<file path="config.mk">
export PLATFORM = sky130hd
export DESIGN_NAME = jpeg_block_scheduler_flat
export DESIGN_NICKNAME = d
export VERILOG_FILES = /design/src/rtl/jpeg_block_scheduler_pkg.sv /design/src/rtl/jpeg_block_scheduler_if.sv /design/src/rtl/block_pack_buffer.sv /design/src/rtl/jpeg_block_scheduler.sv /design/src/flat_wrapper.sv
export SDC_FILE = /design/constraint.sdc
export NUM_CORES = 2
export LEC_CHECK = 0
export ABC_AREA = 0
export CAP_MARGIN = 20
export CELL_PAD_IN_SITES_DETAIL_PLACEMENT = 0
export CELL_PAD_IN_SITES_GLOBAL_PLACEMENT = 1
export CORE_AREA = 4 4 651 653
export DETAILED_ROUTE_END_ITERATION = 10
export DIE_AREA = 0 0 655 657
export PLACE_DENSITY = 0.49
export SYNTH_ARGS = -nofsm -noshare
export SYNTH_HDL_FRONTEND = slang
export SYNTH_HIERARCHICAL = 1
export SYNTH_SLANG_ARGS = --single-unit
</file>
<file path="constraint.sdc">
create_clock -name i_clk -period 6.7 [get_ports i_clk]
set_clock_uncertainty 0.2 [all_clocks]
set_input_delay 0.67 -clock i_clk [delete_from_list [all_inputs] [get_ports i_clk]]
set_output_delay 0.67 -clock i_clk [all_outputs]
set_load 0.05 [all_outputs]
</file>
<file path="src/rtl/jpeg_block_scheduler_pkg.sv">
// Shared definitions for the JPEG block scheduler.
// Holds the 4-bit FSM state encoding, the block geometry, the pixel field
// offsets inside a 32-bit pixel word, and the packed RGB storage type.
package jpeg_block_scheduler_pkg;

  typedef enum logic [3:0] {
    ST_IDLE = 4'd0,
    ST_FILL = 4'd1,
    ST_KICK = 4'd2,
    ST_WAIT = 4'd3,
    ST_EMIT = 4'd4,
    ST_DONE = 4'd5
  } state_e;

  localparam int BLOCK_PIXELS = 64;
  localparam int IDX_W        = $clog2(BLOCK_PIXELS);
  localparam int PIX_W        = 8;
  localparam int PLANE_W      = BLOCK_PIXELS * PIX_W;

  localparam int PIX_R_LSB = 0;
  localparam int PIX_G_LSB = 8;
  localparam int PIX_B_LSB = 16;

  typedef struct packed {
    logic [PIX_W-1:0] b;
    logic [PIX_W-1:0] g;
    logic [PIX_W-1:0] r;
  } rgb_t;

endpackage

</file>
<file path="src/rtl/jpeg_block_scheduler_if.sv">
// Stream bundle between the scheduler and its host.
//   pix_valid/pix_ready/pix_data : incoming pixel stream (host -> scheduler)
//   out_valid/out_ready/out_data/out_last : result stream (scheduler -> host)
// modport master : host side (drives pixels, accepts results)
// modport slave  : scheduler side
interface jpeg_block_scheduler_if;
  logic        pix_valid;
  logic        pix_ready;
  logic [31:0] pix_data;
  logic        out_valid;
  logic        out_ready;
  logic [31:0] out_data;
  logic        out_last;

  modport master (
    output pix_valid, pix_data, out_ready,
    input  pix_ready, out_valid, out_data, out_last
  );

  modport slave (
    input  pix_valid, pix_data, out_ready,
    output pix_ready, out_valid, out_data, out_last
  );
endinterface

</file>
<file path="src/rtl/block_pack_buffer.sv">
// 64-entry x 24-bit pixel store for one 8x8 block.
// Ports:
//   i_clk, i_rst_n : clock, synchronous active-low reset (clears storage)
//   i_wr_en        : write strobe for slot i_wr_idx
//   i_wr_idx       : slot 0..63
//   i_wr_pix       : R/G/B bytes of the pixel
//   o_eng_r/g/b    : packed planes, pixel i at [8i+:8]
module block_pack_buffer
  import jpeg_block_scheduler_pkg::*;
(
  input  logic               i_clk,
  input  logic               i_rst_n,
  input  logic               i_wr_en,
  input  logic [IDX_W-1:0]   i_wr_idx,
  input  rgb_t               i_wr_pix,
  output logic [PLANE_W-1:0] o_eng_r,
  output logic [PLANE_W-1:0] o_eng_g,
  output logic [PLANE_W-1:0] o_eng_b
);

  rgb_t r_mem [BLOCK_PIXELS];

  always_ff @(posedge i_clk) begin
    if (!i_rst_n) begin
      for (int i = 0; i < BLOCK_PIXELS; i++) r_mem[i] <= '0;
    end else if (i_wr_en) begin
      r_mem[i_wr_idx] <= i_wr_pix;
    end
  end

  for (genvar gi = 0; gi < BLOCK_PIXELS; gi++) begin : g_pack
    assign o_eng_r[gi*PIX_W +: PIX_W] = r_mem[gi].r;
    assign o_eng_g[gi*PIX_W +: PIX_W] = r_mem[gi].g;
    assign o_eng_b[gi*PIX_W +: PIX_W] = r_mem[gi].b;
  end

endmodule

</file>
<file path="src/rtl/jpeg_block_scheduler.sv">
// Frame scheduler feeding 8x8 RGB blocks to a compression engine.
// Collects 64 pixels, kicks the engine, waits (with timeout) for its result,
// and hands each result word downstream, repeating for cfg_num_blocks blocks.
// Ports:
//   i_clk, i_rst_n        : clock, synchronous active-low reset
//   i_start               : level; rising edge in IDLE launches a frame
//   i_cfg_num_blocks      : blocks per frame, sampled at launch
//   bus                   : pixel and result streams
//   o_eng_start           : one-cycle engine kick
//   o_eng_r/g/b           : packed block planes
//   i_eng_finished        : engine completion pulse, i_eng_fw_data valid with it
//   o_busy, o_done        : status (active block work / frame complete)
//   o_timeout_err         : sticky engine timeout flag
//   o_blocks_done         : results accepted downstream this frame
//   o_state_out           : current state encoding
module jpeg_block_scheduler
  import jpeg_block_scheduler_pkg::*;
#(
  parameter int TIMEOUT_CYCLES = 4096
) (
  input  logic                 i_clk,
  input  logic                 i_rst_n,
  input  logic                 i_start,
  input  logic [15:0]          i_cfg_num_blocks,
  jpeg_block_scheduler_if.slave bus,
  output logic                 o_eng_start,
  output logic [PLANE_W-1:0]   o_eng_r,
  output logic [PLANE_W-1:0]   o_eng_g,
  output logic [PLANE_W-1:0]   o_eng_b,
  input  logic                 i_eng_finished,
  input  logic [31:0]          i_eng_fw_data,
  output logic                 o_busy,
  output logic                 o_done,
  output logic                 o_timeout_err,
  output logic [15:0]          o_blocks_done,
  output logic [3:0]           o_state_out
);

  state_e             r_state;
  state_e             w_state_nxt;
  logic               r_start_d;
  logic [15:0]        r_num_blocks;
  logic [15:0]        r_blocks_done;
  logic [IDX_W-1:0]   r_idx;
  logic [31:0]        r_timer;
  logic [31:0]        r_out_data;
  logic               r_timeout_err;

  logic w_start_rise, w_pix_hs, w_out_hs, w_is_last, w_timer_exp;
  logic w_pix_ready, w_eng_start, w_out_valid, w_busy, w_done;
  rgb_t w_pix_rgb;
  logic w_pix_unused;

  assign w_start_rise = i_start & ~r_start_d;
  assign w_pix_hs     = (r_state == ST_FILL) & bus.pix_valid;
  assign w_out_hs     = (r_state == ST_EMIT) & bus.out_ready;
  assign w_is_last    = (r_blocks_done == (r_num_blocks - 16'd1));
  assign w_timer_exp  = (r_timer == 32'(TIMEOUT_CYCLES - 1));

  assign w_pix_rgb    = {bus.pix_data[PIX_B_LSB +: PIX_W],
                         bus.pix_data[PIX_G_LSB +: PIX_W],
                         bus.pix_data[PIX_R_LSB +: PIX_W]};
  // Top byte of the pixel word carries nothing for the engine.
  assign w_pix_unused = ^bus.pix_data[31:24];

  always_comb begin
    w_state_nxt = r_state;
    w_pix_ready = 1'b0;
    w_eng_start = 1'b0;
    w_out_valid = 1'b0;
    w_busy      = 1'b0;
    w_done      = 1'b0;
    case (r_state)
      ST_IDLE: begin
        if (w_start_rise)
          w_state_nxt = (i_cfg_num_blocks == 16'd0) ? ST_DONE : ST_FILL;
      end
      ST_FILL: begin
        w_pix_ready = 1'b1;
        w_busy      = 1'b1;
        if (w_pix_hs && (r_idx == IDX_W'(BLOCK_PIXELS - 1))) w_state_nxt = ST_KICK;
      end
      ST_KICK: begin
        w_eng_start = 1'b1;
        w_busy      = 1'b1;
        w_state_nxt = ST_WAIT;
      end
      ST_WAIT: begin
        w_busy = 1'b1;
        // A completion in the final timer cycle still counts as success.
        if (i_eng_finished)   w_state_nxt = ST_EMIT;
        else if (w_timer_exp) w_state_nxt = ST_IDLE;
      end
      ST_EMIT: begin
        w_out_valid = 1'b1;
        w_busy      = 1'b1;
        if (w_out_hs) w_state_nxt = w_is_last ? ST_DONE : ST_FILL;
      end
      ST_DONE: begin
        w_done = 1'b1;
        if (!i_start) w_state_nxt = ST_IDLE;
      end
      default: w_state_nxt = ST_IDLE;
    endcase
  end

  always_ff @(posedge i_clk) begin
    if (!i_rst_n) begin
      r_state       <= ST_IDLE;
      r_start_d     <= 1'b0;
      r_num_blocks  <= '0;
      r_blocks_done <= '0;
      r_idx         <= '0;
      r_timer       <= '0;
      r_out_data    <= '0;
      r_timeout_err <= 1'b0;
    end else begin
      r_state   <= w_state_nxt;
      r_start_d <= i_start;
      case (r_state)
        ST_IDLE: begin
          if (w_start_rise) begin
            r_num_blocks  <= i_cfg_num_blocks;
            r_blocks_done <= '0;
            r_timeout_err <= 1'b0;
          end
        end
        // Slot index wraps 63 -> 0 naturally at the block boundary.
        ST_FILL: if (w_pix_hs) r_idx <= r_idx + 1'b1;
        ST_KICK: r_timer <= '0;
        ST_WAIT: begin
          if (i_eng_finished)   r_out_data    <= i_eng_fw_data;
          else if (w_timer_exp) r_timeout_err <= 1'b1;
          else                  r_timer       <= r_timer + 32'd1;
        end
        ST_EMIT: if (w_out_hs) r_blocks_done <= r_blocks_done + 16'd1;
        default: ;
      endcase
    end
  end

  block_pack_buffer u_buf (
    .i_clk    (i_clk),
    .i_rst_n  (i_rst_n),
    .i_wr_en  (w_pix_hs),
    .i_wr_idx (r_idx),
    .i_wr_pix (w_pix_rgb),
    .o_eng_r  (o_eng_r),
    .o_eng_g  (o_eng_g),
    .o_eng_b  (o_eng_b)
  );

  assign bus.pix_ready = w_pix_ready;
  assign bus.out_valid = w_out_valid;
  assign bus.out_data  = r_out_data;
  assign bus.out_last  = w_out_valid & w_is_last;
  assign o_eng_start   = w_eng_start;
  assign o_busy        = w_busy;
  assign o_done        = w_done;
  assign o_timeout_err = r_timeout_err;
  assign o_blocks_done = r_blocks_done;
  assign o_state_out   = r_state;

endmodule

</file>
<file path="src/flat_wrapper.sv">
// flat-port wrapper written by rule: the top's interface ports become plain ports
module jpeg_block_scheduler_flat import jpeg_block_scheduler_pkg::*;
#(
  parameter int TIMEOUT_CYCLES = 4096
)
  (i_clk, i_rst_n, i_start, i_cfg_num_blocks, o_eng_start, o_eng_r, o_eng_g, o_eng_b, i_eng_finished, i_eng_fw_data, o_busy, o_done, o_timeout_err, o_blocks_done, o_state_out, bus_pix_valid, bus_pix_data, bus_out_ready, bus_pix_ready, bus_out_valid, bus_out_data, bus_out_last);
  jpeg_block_scheduler_if bus_i ();
  input  logic i_clk;
  input  logic i_rst_n;
  input  logic i_start;
  input  logic [15:0] i_cfg_num_blocks;
  output logic o_eng_start;
  output logic [PLANE_W-1:0] o_eng_r;
  output logic [PLANE_W-1:0] o_eng_g;
  output logic [PLANE_W-1:0] o_eng_b;
  input  logic i_eng_finished;
  input  logic [31:0] i_eng_fw_data;
  output logic o_busy;
  output logic o_done;
  output logic o_timeout_err;
  output logic [15:0] o_blocks_done;
  output logic [3:0] o_state_out;
  input wire logic [$bits(bus_i.pix_valid)-1:0] bus_pix_valid;
  input wire logic [$bits(bus_i.pix_data)-1:0] bus_pix_data;
  input wire logic [$bits(bus_i.out_ready)-1:0] bus_out_ready;
  output wire logic [$bits(bus_i.pix_ready)-1:0] bus_pix_ready;
  output wire logic [$bits(bus_i.out_valid)-1:0] bus_out_valid;
  output wire logic [$bits(bus_i.out_data)-1:0] bus_out_data;
  output wire logic [$bits(bus_i.out_last)-1:0] bus_out_last;
  assign bus_i.pix_valid = bus_pix_valid;
  assign bus_i.pix_data = bus_pix_data;
  assign bus_i.out_ready = bus_out_ready;
  assign bus_pix_ready = bus_i.pix_ready;
  assign bus_out_valid = bus_i.out_valid;
  assign bus_out_data = bus_i.out_data;
  assign bus_out_last = bus_i.out_last;
  jpeg_block_scheduler #(.TIMEOUT_CYCLES(TIMEOUT_CYCLES)) u_core (.i_clk(i_clk), .i_rst_n(i_rst_n), .i_start(i_start), .i_cfg_num_blocks(i_cfg_num_blocks), .bus(bus_i), .o_eng_start(o_eng_start), .o_eng_r(o_eng_r), .o_eng_g(o_eng_g), .o_eng_b(o_eng_b), .i_eng_finished(i_eng_finished), .i_eng_fw_data(i_eng_fw_data), .o_busy(o_busy), .o_done(o_done), .o_timeout_err(o_timeout_err), .o_blocks_done(o_blocks_done), .o_state_out(o_state_out));
endmodule
</file>
Yosys cells after proc, flatten, opt, wreduce, memory -nomap -nowiden
Memories as Yosys holds them, arrays and structs flattened.
Cells that the tools add are included.
W data, S select, Z words.
{ "op_classes": {"n_div": 0, "magnitude_cmp": 0, "mul": 0, "n_shift": 0, "n_reduce_logical": 15, "bitwise_logic": 5, "eq_ne": 16, "n_mux": 31, "addsub": 4} }
{ "ops": {"columns": ["op", "count"], "rows": [
  ["$mux W32", 2],
  ["$pmux W32 S2", 1],
  ["$add A32 B1 Y32 const B", 1],
  ["$eq A32 B12 Y1 const B", 1],
  ["$mux W16", 2],
  ["$pmux W16 S2", 1],
  ["$mux W24", 1],
  ["$mux W4", 6],
  ["$pmux W4 S6", 1],
  ["$reduce_or A24 Y1", 1],
  ["$add A16 B1 Y16 const B", 1],
  ["$eq A16 B16 Y1", 1],
  ["$logic_not A16 Y1", 1],
  ["$sub A16 B1 Y16 const B", 1],
  ["$mux W1", 13],
  ["$eq A4 B2 Y1 const B", 2],
  ["$eq A4 B3 Y1 const B", 2],
  ["$ne A2 B2 Y1 const B", 4],
  ["$add A6 B1 Y6 const B", 1],
  ["$eq A6 B6 Y1 const B", 1],
  ["$mux W3", 2],
  ["$mux W6", 1],
  ["$ne A2 B1 Y1 const B", 3],
  ["$reduce_and A2 Y1", 3],
  ["other kinds (12)", 18]
]} }
{ "word_totals": {"output_inout_bits": 1595, "memories": 1, "latchBits": 0, "wordCells": 80, "register_bits": 108, "mem_bits_rw": 1536, "mem_bits_ro": 0} }
{ "mem_list": {"columns": ["name", "depth", "word_bits", "read_ports", "rd_clocked_by_memory_dff", "write_ports", "line", "source"], "rows": [
  ["u_core.u_buf.r_mem", 64, 24, 64, 0, 64, "block_pack_buffer.sv:21", "rgb_t r_mem [BLOCK_PIXELS];"]
]} }

Longest topological paths before layout
{ "logic_depth": {"word_depth": 7, "depth_mapped": 10, "ltp_nobuf": 9} }

Cells and area by module
The synthesis kept the hierarchy.
{ "modules_own_cells": {"columns": ["mod", "instances", "seq_area_each_um2", "area_each_um2", "cells_per_inst"], "rows": [
  ["block_pack_buffer", 1, 46124.2, 60021.3, 3898],
  ["jpeg_block_scheduler", 1, 2142.1, 5243.8, 648]
]} }

Least setup slack after synthesis
Ideal clock, no wire load.
{ "synth_timing": {"kind": "reg-to-reg", "startpoint": "register u_core.r_state[0] (netlist: u_core/o_state_out[0])", "endpoint": "memory u_core/u_buf/r_mem[24][0] (netlist name), enable pin", "path_slack_ns": 1.126, "path_stages_with_launch": 7, "arrival_time_ns": 4.936, "synth_period_minus_slack_ns": 5.574, "cell_sequence": "dfxtp_1 nor3b_1 and2_1 buf_2 buf_2 or4b_1 o21ai_0"} }
{ "synth_rtl": {"columns": ["element", "line", "source"], "rows": [
  ["from (decl)", "jpeg_block_scheduler.sv:39", "state_e r_state;"],
  ["from (signal assigned)", "jpeg_block_scheduler.sv:118", "r_state <= w_state_nxt;"],
  ["to (decl)", "block_pack_buffer.sv:21", null]
]} }

Final worst setup path
{ "layout_timing": {"startpoint": "register u_core.r_num_blocks[0]", "endpoint": "output bus_out_last"} }
{ "layout_via": {"elab_chain_cells": 3} }
{ "layout_rtl": {"columns": ["element", "line", "source"], "rows": [
  ["from (decl)", "jpeg_block_scheduler.sv:42", "logic [15:0] r_num_blocks;"],
  ["from (signal assigned)", "jpeg_block_scheduler.sv:123", "r_num_blocks <= i_cfg_num_blocks;"],
  ["$sub A16 B1 Y16", "jpeg_block_scheduler.sv:57", "assign w_is_last = (r_blocks_done == (r_num_blocks - 16'd1));"],
  ["$eq A16 B16 Y1", "jpeg_block_scheduler.sv:57", null],
  ["$and A1 B1 Y1", "jpeg_block_scheduler.sv:156", "assign bus.out_last = w_out_valid & w_is_last;"],
  ["to (decl)", "flat_wrapper.sv:29", "output wire logic [$bits(bus_i.out_last)-1:0] bus_out_last;"]
]} }
Every way passes these cells.

==> reports/results.txt <==
Layout cells sized above 1: 0.129
Hold Crit Endpoint: u_core/bus.out_data[13]$_SDFFE_PN0P_
Average wire per standard cell: 33.2 microns
Mux cell area share after synthesis: 0.000613
Overall Power: 26.5 mW
Slowest library cell on the worst path: clkdlybuf4s50_1
Fin Setup TNS: 0 ns
P&R area growth vs syn: 45.6%
Gr usage total: 0.173
Core area: 419000 sq um
Net count after synthesis: 4636
Drt pass-1 iters: 5
Final Cycle Share: 0.784
Synth Area in Simple Gates: 0.195
RSZ-0062 raised after global routing: no
Initial core utilization: 0.156
Cts bufs inserted: 199
Setup slack, reg-to-reg: 2.25 ns
Die Width: 655 microns
Post-synth top area cell: edfxtp_1
Clk root buf: clkbuf_16
IO Port Bufs: 1671
Status: finished, violations left
Critical path startpoint: u_core/r_num_blocks[0]$_SDFFE_PN0P_
Count of different cell masters after synthesis: 65
Detailed Route WL: 390000 microns
Final Wtd Congestion: 0.803
Sink Count: 1643
PostCTS Resize Cnt: 0
Power density cells: 279 nW/um^2
DR vias/cell: 4.08
Slew Limit Fails: 81
CTS tree: built
Share of Yosys cell area claimed by the top area cell type: 0.707
Worst Max-Slew Pin Slew: 1.66 ns
Cell row count: 238
Synth warn: 6
Global-route wire length before repair: 496000 microns
HP Start: i_eng_fw_data[13]
Worst-path clk slew: 0.06 ns
Die Span Y: 657 microns
Crit path kind: reg2out
Final setup viols: 0
Setup repair bufs after CTS: 0
Vias in the first global route: 47200
Maximum vdd drop: 0.204 mV
Max Clk Rate: 0.190 GHz
Fin crit period: 5.25 ns
Largest net degree at the start of global routing: 164
Clock latency on the worst-skew pair: 0.87 ns
Crit path cell chain: inv_1 -> ha_1 -> nor3b_1 -> nand2_1 -> or3_1 -> xnor2_1 -> nand3b_1 -> nor4_1 -> clkdlybuf4s50_1
Pleak: 29.6 nW
Worst path top cell family by delay: simple AND/OR/NAND/NOR gates
Number of synthesized flops with an enable pin: 1536
Reg2reg start: u_core/o_state_out[0]$_SDFFE_PN0P_
Compound-gate portion of the synthesized area: 0.0157
Critical Path RT: 5.83 ns
Synth Area in XOR/XNOR: 0.00752
DPL Wire Length: 279000 microns
Max_cap viols: 0
DR vias: 47800
H-Tree Level Count: 4
Total global routing overflow: 0
Adder-cell share of the synthesized area: 0.000767
Sequential area share after synthesis: 0.740
Mean Syn Cell Area: 14.4 sq um
Post-detailed-route count of antenna-violating nets: 0
DRC Markers: 0
Fillcell total: 44300
Max-slew headroom: -0.108
Hold Fails Final Rpt: 0
Failing checks: max-slew violations
Reg2reg end: u_core/u_buf/r_mem[56][20]$_SDFFCE_PN0P_
HP Class: in2reg
Max clock buf depth: 4
CP endpoint kind: output port
WHS Path Cells: 3
Cts hold-fix bufs: 0
Worst path arrival time: 4.38 ns
Post-synthesis register bit count: 1643
Worst reg2reg path depth: 7
Highest cell delay on the worst timing path: 0.93 ns
Die area: 430000 sq um
Antenna violations before repair: 53
Crit path max fanout: 6
1st-iter DRT viols: 4565
Area contributors post-synth: edfxtp_1, nor3_1, dfxtp_1, clkbuf_1, nand4b_2
FFs w/ async S/R, synth: 0
IO Count: 1681
Fin nets: 6123
Crit path buf inv count: 2
Main combinational cell family by area after synthesis: simple AND/OR/NAND/NOR gates
Top_reg_cell synth: edfxtp_1
Cell Area, Synth: 65300 sq um
Crit start category: flip-flop
Gate Count Post-Synth: 4546
## cell families (layout without fill, tap and decap cells)
| kind of cell | Yosys count | count (layout) |
|---|---|---|
| muxes | 4 | 4 |
| other | 1 | 15 |
| and+or+nand+nor | 2085 | 2085 |
| adders and majority gates | 4 | 4 |
| AOI/OAI and AO/OA | 169 | 169 |
| DFF | 1643 | 1643 |
| buffers and inverters | 584 | 2230 |
| xor gates and xnor gates | 56 | 56 |
## Yosys cell counts, types with 6 or more instances
library cell  count
or4b_4           21
nand4bb_1        77
edfxtp_1       1536
and2_1           14
nor3_1         1455
nand2_1         134
nor2_1           53
o21ai_0          69
xor2_1           19
inv_1            31
and3_1            8
nand3_1          29
dfxtp_1         107
nor4_1           13
nand2b_1          6
nor2b_1           9
buf_6            41
nand4_4          21
or3_1            15
nand4_1          13
clkbuf_1        347
buf_1            70
xnor2_1          37
a21oi_1          19
a21boi_0         51
o21ai_1          17
nand4b_2         72
nor3_2           97
buf_4            21
buf_2            73
## stage by stage
| step | std cells | hold WS (ns) | utilization | cell area [sq um] | worst slack [ns] |
|---|---|---|---|---|---|
| final | 11700 | 0.167 | 0.227 | 95000 | 1.45 |
| after global routing | 11700 | 0.0589 | 0.227 | 95000 | 1.29 |
| after CTS | 11700 | 0.0295 | 0.227 | 94900 | 1.35 |
| after detailed placement | 11300 | 0.261 | 0.212 | 88600 | 2.15 |
| after global placement | 11300 | 0.257 | 0.211 | 88400 | 2.11 |
| after floorplan | 4546 | 0.257 | - | 65300 | 1.13 |
## cell type report
class	instances	area [sq um]	area share
Sequential cell	1643	48300	0.508
Timing Repair Buffer	1839	18300	0.192
Inverter	31	116	0.00122
Tap cell	5520	6910	0.0727
Antenna cell	14	35.0	0.000369
Clock inverter	132	1190	0.0125
Clock buffer	228	5120	0.0539
Multi-Input combinational cell	2319	15100	0.159
## placed cells by master, fill, tap and decap left out, drive strengths merged, types with 52 or more instances in the layout
cell | synthesis | routed
clkdlybuf4s50 | 0 | 1635
nor3 | 1553 | 1553
edfxtp | 1536 | 1536
clkbuf | 348 | 228
buf | 205 | 204
nand2 | 134 | 134
dfxtp | 107 | 107
clkinv | 0 | 94
o21ai | 86 | 86
nand4b | 77 | 77
nand4bb | 77 | 77
nor2 | 53 | 53
a21boi | 52 | 52
## how the worst max path moves through the flow
stage / endpoint / slack (ns) / cells after the start
after detailed placement: u_core/u_buf/r_mem[19][14]$_SDFFCE_PN0P_ / 2.15 / 7
final: bus_out_last / 1.45 / 9
after CTS: bus_out_last / 1.35 / 9
after global routing: bus_out_last / 1.29 / 9
after floorplan: u_core/u_buf/r_mem[24][0]$_SDFFCE_PN0P_ / 1.13 / 6
after global placement: u_core/u_buf/r_mem[41][22]$_SDFFCE_PN0P_ / 2.11 / 6
## registers in the layout, summed over array words and instances, names as in the netlist
signal	flops
u_core/bus.out_data	32
u_core/o_state_out	3
u_core/o_timeout_err	1
u_core/r_num_blocks	16
u_core/o_blocks_done	16
u_core/r_timer	32
u_core/r_start_d	1
u_core/u_buf/r_mem	1536
u_core/r_idx	6
## routing by layer
metal  track usage  wire [microns]  share of wire
met1         0.206          153000           0.39
met2         0.305          196000           0.50
met3        0.0349           24700          0.063
met4        0.0619           15900          0.041
met5             0              22       0.000056
## where the power goes
part	internal [mW]	switching, mW
combinational	0.931	2.96
clock	6.08	4.68
sequential	11.6	0.187
## worst min-delay path, cell delays in order
cell and delay [ns]:
clkdlybuf4s50_1 0.40, nand2_1 0.05, a21boi_0 0.07
Note: power is estimated with default switching activity, not from simulation.
